## src/rtl/tl_rx_cpl_tag_tracker.sv

```systemverilog
// Completion tag tracker for the receive transaction layer.
// Hands out free tags to outgoing requests, matches incoming completions
// against outstanding tags, flags unexpected completions and retires
// tags whose completion timer has run out (one timeout report per cycle).
module tl_rx_cpl_tag_tracker #(
    parameter int TAG_WIDTH          = 5,
    parameter int REQUESTER_ID_WIDTH = 16,
    parameter int TIMER_WIDTH        = 16,
    parameter int TIMEOUT            = 1000
) (
    input  logic                          clk,
    input  logic                          rst,
    input  logic                          uc_en,
    input  logic [REQUESTER_ID_WIDTH-1:0] own_req_id,
    input  logic                          alloc_req,
    output logic                          alloc_gnt,
    output logic [TAG_WIDTH-1:0]          alloc_tag,
    input  logic                          cpl_valid,
    input  logic [TAG_WIDTH-1:0]          cpl_tag,
    input  logic [REQUESTER_ID_WIDTH-1:0] cpl_req_id,
    input  logic                          cpl_last,
    output logic                          uc_error,
    output logic [TAG_WIDTH-1:0]          uc_tag,
    output logic                          cpl_timeout,
    output logic [TAG_WIDTH-1:0]          timeout_tag,
    output logic [TAG_WIDTH:0]            outstanding_cnt,
    output logic                          full,
    output logic                          empty
);

    localparam int NUM_TAGS = 2 ** TAG_WIDTH;
    localparam logic [TIMER_WIDTH-1:0] TIMEOUT_VAL = TIMER_WIDTH'(TIMEOUT);

    logic [NUM_TAGS-1:0]    busy;
    logic [NUM_TAGS-1:0]    seen;
    logic [TIMER_WIDTH-1:0] timer [NUM_TAGS];

    logic [NUM_TAGS-1:0]    busy_next;
    logic [NUM_TAGS-1:0]    seen_next;
    logic [TIMER_WIDTH-1:0] timer_next [NUM_TAGS];

    logic                   free_found;
    logic [TAG_WIDTH-1:0]   free_tag;
    logic                   cpl_hit;
    logic                   cpl_retire;
    logic                   to_fire;
    logic [TAG_WIDTH-1:0]   to_tag;

    // Lowest-index free entry drives the grant.
    always_comb begin
        free_found = 1'b0;
        free_tag   = '0;
        for (int unsigned i = 0; i < NUM_TAGS; i++) begin
            if (!busy[i] && !free_found) begin
                free_found = 1'b1;
                free_tag   = TAG_WIDTH'(i);
            end
        end
        alloc_gnt = alloc_req && free_found;
        alloc_tag = free_tag;
    end

    // Completion match and lowest-index expired entry; a completion to an
    // expiring entry masks it out so the completion wins.
    always_comb begin
        cpl_hit    = cpl_valid && busy[cpl_tag] && (cpl_req_id == own_req_id);
        cpl_retire = cpl_hit && cpl_last;
        to_fire    = 1'b0;
        to_tag     = '0;
        for (int unsigned i = 0; i < NUM_TAGS; i++) begin
            if (busy[i] && (timer[i] == TIMEOUT_VAL) && !to_fire &&
                !(cpl_hit && (cpl_tag == TAG_WIDTH'(i)))) begin
                to_fire = 1'b1;
                to_tag  = TAG_WIDTH'(i);
            end
        end
    end

    // Per-entry next state: grant, completion and timeout touch disjoint
    // entries (a grant only targets a free entry), so priority order is moot.
    always_comb begin
        busy_next = busy;
        seen_next = seen;
        for (int unsigned i = 0; i < NUM_TAGS; i++) begin
            timer_next[i] = timer[i];
            if (busy[i] && (timer[i] != TIMEOUT_VAL)) begin
                timer_next[i] = timer[i] + TIMER_WIDTH'(1);
            end
            if (alloc_gnt && (free_tag == TAG_WIDTH'(i))) begin
                busy_next[i]  = 1'b1;
                seen_next[i]  = 1'b0;
                timer_next[i] = '0;
            end else if (cpl_hit && (cpl_tag == TAG_WIDTH'(i))) begin
                timer_next[i] = '0;
                if (cpl_last) begin
                    busy_next[i] = 1'b0;
                    seen_next[i] = 1'b0;
                end else begin
                    seen_next[i] = 1'b1;
                end
            end else if (to_fire && (to_tag == TAG_WIDTH'(i))) begin
                busy_next[i]  = 1'b0;
                seen_next[i]  = 1'b0;
                timer_next[i] = '0;
            end
        end
    end

    // Entry state registers.
    always_ff @(posedge clk or negedge rst) begin
        if (!rst) begin
            busy <= '0;
            seen <= '0;
            for (int unsigned i = 0; i < NUM_TAGS; i++) begin
                timer[i] <= '0;
            end
        end else begin
            busy <= busy_next;
            seen <= seen_next;
            for (int unsigned i = 0; i < NUM_TAGS; i++) begin
                timer[i] <= timer_next[i];
            end
        end
    end

    // Registered error/timeout pulses and the outstanding counter.
    always_ff @(posedge clk or negedge rst) begin
        if (!rst) begin
            uc_error        <= 1'b0;
            uc_tag          <= '0;
            cpl_timeout     <= 1'b0;
            timeout_tag     <= '0;
            outstanding_cnt <= '0;
        end else begin
            uc_error    <= cpl_valid && !cpl_hit && uc_en;
            if (cpl_valid && !cpl_hit && uc_en) begin
                uc_tag <= cpl_tag;
            end
            cpl_timeout <= to_fire;
            if (to_fire) begin
                timeout_tag <= to_tag;
            end
            outstanding_cnt <= outstanding_cnt
                             + (TAG_WIDTH+1)'(alloc_gnt)
                             - (TAG_WIDTH+1)'(cpl_retire)
                             - (TAG_WIDTH+1)'(to_fire);
        end
    end

    assign full  = (outstanding_cnt == (TAG_WIDTH+1)'(NUM_TAGS));
    assign empty = (outstanding_cnt == '0);

endmodule

```

## config.mk

```make
export PLATFORM = sky130hd
export DESIGN_NAME = tl_rx_cpl_tag_tracker
export DESIGN_NICKNAME = d
export VERILOG_FILES = /design/src/rtl/tl_rx_cpl_tag_tracker.sv
export SDC_FILE = /design/constraint.sdc
export NUM_CORES = 2
export LEC_CHECK = 0
export CORE_ASPECT_RATIO = 1.2
export CORE_UTILIZATION = 44
export CTS_CLUSTER_DIAMETER = 50
export DETAILED_ROUTE_END_ITERATION = 8
export PLACE_DENSITY = 0.57
export SYNTH_ARGS = -nofsm -noshare
export SYNTH_HDL_FRONTEND = slang
export SYNTH_SLANG_ARGS = --single-unit
```

## constraint.sdc

```tcl
create_clock -name clk -period 16.39 [get_ports clk]
set_input_delay 1.639 -clock clk [delete_from_list [all_inputs] [get_ports clk]]
set_output_delay 1.639 -clock clk [all_outputs]
set_load 0.02 [all_outputs]
```

# == Word-level counts from Yosys, hierarchy flattened ==
# Cells that the tools add are included.
# Widths: inputs -> output; s select.
# totals
reg_bits,562
latch_bits,0
ram_bits,0
rom_bits,0
input_bits,43
output_inout_bits,26
n_memories,0
# classes
addsub,35
mul,0
n_div,0
magnitude_cmp,1
n_eq_ne,191
n_shift,0
mux,353
bitwise_logic,0
n_reduce_logical,485
# op_table
op,count
$mux 16,128
$add 16x1->16 const B,32
$eq 16x10->1 const B,32
$ne 16x10->1 const B,32
$mux 5,60
$logic_and 1x1->1,260
$eq 5x5->1 const B,48
$mux 1,164
$reduce_bool 4->1,32
$logic_not 1->1,125
$eq 5x4->1 const B,24
$reduce_bool 3->1,32
$ne 3x2->1 const B,24
$reduce_and 2->1,32
$eq 5x3->1 const B,12
$eq 5x2->1 const B,6
$ne 3x3->1 const B,8
$eq 16x16->1,1
$eq 5x1->1 const B,3
$logic_not 5->1,3
$sub 6x1->6,2
$add 6x1->6,1
$eq 6x6->1 const B,1
$logic_not 6->1,1
other kinds (2),2

# == Logic depth before layout (Yosys ltp) ==
# logic_depth
depth_word,137
ltp_mapped,22
mapped_depth_nobuf,21

# == Worst setup path before layout ==
# No wires, ideal clock.
# synth_timing
kind,input port to flip-flop
startpoint,in cpl_tag[1]
endpoint,reg outstanding_cnt[5]
setup_time_ps,79
t_arrival_ps,6356
t_required_ps,16311
setup_slack_ps,9955
path_stages,20
cell_sequence,buf_4 > mux2i_1 > mux4_2 > and2_1 > clkbuf_1 > or4_1 > clkbuf_1 > a211oi_1 > nand2_1 > nor3_2 > nand3_1 > or2_2 > inv_1 > fa_1 > ha_1 > ha_1 > fa_1 > a21o_1 > a21oi_1 > xor2_1
# synth_between
elab_chain_len,133
# synth_lines
item,line,source
start: declaration,19,"input logic [TAG_WIDTH-1:0] cpl_tag,"
$bmux 1 s5,66,cpl_hit = cpl_valid && busy[cpl_tag] && (cpl_req_id == own_req_id);
$mux 1 (implied by the code),66,
$logic_and 1x1->1 (2 in series),66,
$logic_and 1x1->1,72,!(cpl_hit && (cpl_tag == TAG_WIDTH'(i)))) begin
$logic_not 1->1,72,
$logic_and 1x1->1,71,if (busy[i] && (timer[i] == TIMEOUT_VAL) && !to_fire &&
$mux 1,71,
$logic_not 1->1,71,
(+115 left out),-,
$logic_not 1->1,71,
$logic_and 1x1->1 (2 in series),71,
$mux 1,71,
$logic_not 1->1,71,
$logic_and 1x1->1 (2 in series),71,
$mux 1 (*),71,
via to_fire,46,logic to_fire;
$sub 6x1->6 (*),146,- (TAG_WIDTH+1)'(to_fire);
end signal: assignment,143,outstanding_cnt <= outstanding_cnt
end: declaration,26,"output logic [TAG_WIDTH:0] outstanding_cnt,"
# The timed path passes the listed nets; every way through them passes the cells marked *. The select of a mux whose other input is x is not followed.
# A chain may end at the register's enable or synchronous reset.

# == Worst setup path in the final report ==
# Ends and elaborated chain as after synthesis.

==> impl_metrics.ini <==
[clock_network]
root_buffer = clkbuf_16
cts_tree = built
clk_path_buf_depth = 3
h-tree-depth = 3
cts-hold-fix-buffers = 0
clock_latency_ns = 0.63
numCtsBuffers = 71
post-cts-setup-buffers = 0
cts_num_sinks = 562
post_cts_resized = 0
clkSlewWorstSetupHoldPaths_ns = 0.06

[synthesis]
synth_fp_nets = 3656
syn_avg_cell_area_um2 = 9.009
ys_ff_latch = 562
seq_area_frac_synth_pct = 44.12
synth_ff_type = dfrtp_1
synth_edf_count = 0
synth_top_area_share_pct = 44.12
yosysTopAreaCell = dfrtp_1
syn-cell-area_um2 = 31880
yosys_warnings = 0
synth_area_leaders = dfrtp_1 (44%), xor2_1 (8.4%), nor2_1 (7.9%)
synth_cell_types = 79
synthCells = 3538
async_flop_share_pct = 100.0

[placed_design]
io_buffer_count = 68
gp_congestion = 1.043
dpl.hpwl_um = 69730
place_ws_ns = 8.102
post_dp_cell_area_um2 = 33700

[setup_path]
crit_chain = clkdlybuf4s50_1 > buf_4 > mux4_1 > mux2i_1 > or4_4 > o21a_1 > nor4_1 > o2111ai_1 > nor3_2 > nand3_1 > or2_2 > inv_1 > fa_1 > ha_1 > ha_1 > fa_1 > a21o_1 > a21oi_1 > xor2_1
cpMaxStageDelayCell = nor4_1
crit_type = in2reg
worst-path-buf-inv = 3
crit_path_end_kind = flop
cp-start-kind = input port
cp_top_family = simple AND/OR/NAND/NOR gates
crit_arrival_ns = 8.33
slowest_delay_ns = 0.72
required_ns = 16.92
cp_max_fo = 30

[detailed_routing]
via_count = 26600
drt_iter0_markers = 1784
ant_nets = 0
drtPass1Iterations = 9
drc_errors = 12
wl_per_cell_um = 20.33
wirelength_um = 93680
viasPerCell = 5.773

[floorplanning]
design.portCount = 69
die_w_um = 247.7
dieArea_um2 = 73530
die_y_um = 296.8
fp.coreArea_um2 = 71360
rows = 107
initial_core_util_pct = 44.67

[worst_hold_path]
hold_path.class = reg2reg

[sta]
hold_ws_ns = 0.5396
setup_viol = 0
clock-skew-final_ns = 0.03107
fin_crit_ns = 7.795
worstMarginPinSlew_ns = 1.229
drv_slew = 0
grt_setup_unrepaired = false
tns_ns = 0
min_period_over_period_pct = 47.56
max_slew_margin_pct = 17.73
hold_viol = 0
fmax_mhz = 128.3
worst_slack_ns = 8.595

[global_route]
grt.overflow.total = 0
grt_max_degree = 173
grt_pass1_vias = 26620
grt_pass1_wl_um = 149400
antenna_found_initial = 1
grt.total_usage_pct = 25.83

[cells_and_area]
multiInputGateArea_um2 = 16940
final_common_cell = nor2_1
syn_to_final_growth_pct = 13.27
finalInstanceArea_um2 = 36110
drive_gt1_share_pct = 5.949
nets = 3747
fill_cells = 6654
layout_common_cells = nor2_1 (669), dfrtp_1 (562), xor2_1 (305)
seqCellArea_um2 = 14060

[pwr]
p_per_area_nw_per_um2 = 134.2
power.leakage_uw = 0.01497
ir_worst_vdd_v = 0.00009772

[outcome]
violations = design-rule violations
status = finished, violations left

[run]
cap_viol_max_count = 0
## sequential cells by signal, indices dropped and copies added, names as in the netlist
name             flops
busy                32
cpl_timeout          1
outstanding_cnt      6
timeout_tag          5
timer              512
uc_error             1
uc_tag               5
## synth_stat cells (6+ instances only)
| cell type | n |
|---|---|
| o21a_1 | 6 |
| buf_2 | 9 |
| nor2b_1 | 19 |
| or2_2 | 18 |
| clkbuf_1 | 84 |
| nand3_1 | 217 |
| o22ai_1 | 11 |
| a31oi_1 | 22 |
| nor3_1 | 100 |
| inv_1 | 135 |
| a31o_2 | 8 |
| a211oi_1 | 23 |
| or4bb_1 | 6 |
| nand2_1 | 288 |
| o21ai_0 | 39 |
| nor2_1 | 669 |
| dfrtp_1 | 562 |
| o31ai_1 | 7 |
| a21o_1 | 14 |
| nand4_1 | 174 |
| and4_1 | 43 |
| xor2_1 | 305 |
| and2_1 | 29 |
| ha_1 | 73 |
| or3_1 | 21 |
| or4_1 | 18 |
| nor3b_1 | 13 |
| nor4_1 | 64 |
| mux2i_1 | 31 |
| nand4b_1 | 6 |
| nand2b_1 | 10 |
| nor4bb_1 | 24 |
| a21oi_1 | 63 |
| or4b_2 | 11 |
| and3_1 | 86 |
| xnor2_1 | 174 |
| o21ai_1 | 7 |
| o211ai_1 | 17 |
| o31a_1 | 7 |
| nor4b_1 | 24 |
## kinds of logic after synthesis
| family | count (synthesis) | share of synthesized area [%] |
|---|---|---|
| mux | 41 | 1.550 |
| flops | 562 | 44.12 |
| fa+ha+maj | 75 | 2.991 |
| buf+inv | 230 | 2.767 |
| xor+xnor | 479 | 13.16 |
| simple gates | 1864 | 29.30 |
| compound gates | 287 | 6.112 |
## stage by stage
step	total power [µW]	utilization, %	std cells
2_1_floorplan	2781	-	3538
3_3_place_gp	3221	47.23	4482
3_5_place_dp	3270	47.23	4482
4_1_cts	4893	50.60	4607
5_1_grt	5140	50.60	4607
6_report	4847	50.60	4608
## worst min-delay path: cells and delay by family, from the launching register on
| kind | cells | cell delay, ns |
|---|---|---|
| xor gates and xnor gates | 1 | 0.07 |
| DFF | 1 | 0.35 |
| and+or+nand+nor | 1 | 0.08 |
## per-layer routing
| layer | part of all wire [%] | track usage [%] | up-vias |
|---|---|---|---|
| li1 | - | - | 12540 |
| met1 | 44 | 33.45 | 13300 |
| met2 | 48 | 43.16 | 602 |
| met3 | 4.2 | 3.506 | 169 |
| met4 | 3.8 | 10.55 | 0 |
| met5 | 0 | 0 | - |
## final timing paths
kind | startpoint | to | slack, ns | cells after the start
setup / recovery | cpl_tag[1] | outstanding_cnt[5]$_DFF_PN0_ | 8.59 | 19
hold / removal | timer[297]$_DFFE_PN0P_ | timer[297]$_DFFE_PN0P_ | 0.54 | 2
setup reg to reg | busy[5]$_DFFE_PN0P_ | outstanding_cnt[5]$_DFF_PN0_ | 9.90 | 17
hold reg to reg | timer[297]$_DFFE_PN0P_ | timer[297]$_DFFE_PN0P_ | 0.54 | 2
max in group asynchronous | rst | timer[430]$_DFFE_PN0P_ | 12.90 | 3
min in group asynchronous | rst | timer[172]$_DFFE_PN0P_ | 1.10 | 1
## final cells by class
| cell class | instances | area share [%] |
|---|---|---|
| Clock buffer | 96 | 5.721 |
| Tap cell | 926 | 3.209 |
| Clock inverter | 29 | 0.9253 |
| Sequential cell | 562 | 38.95 |
| Inverter | 135 | 1.403 |
| Antenna cell | 1 | 0.006931 |
| Multi-Input combinational cell | 2746 | 46.91 |
| Timing Repair Buffer | 113 | 2.869 |
## power by group
part	leakage (µW)	internal (µW)	total [µW]	switching, µW
Combinational	0.00741	489	1240	748
Sequential	0.00638	1670	2020	352
Clock	0.00117	968	1590	618
Total	0.0150	3130	4850	1720
No activity file was read; power rests on OpenSTA's default activity.
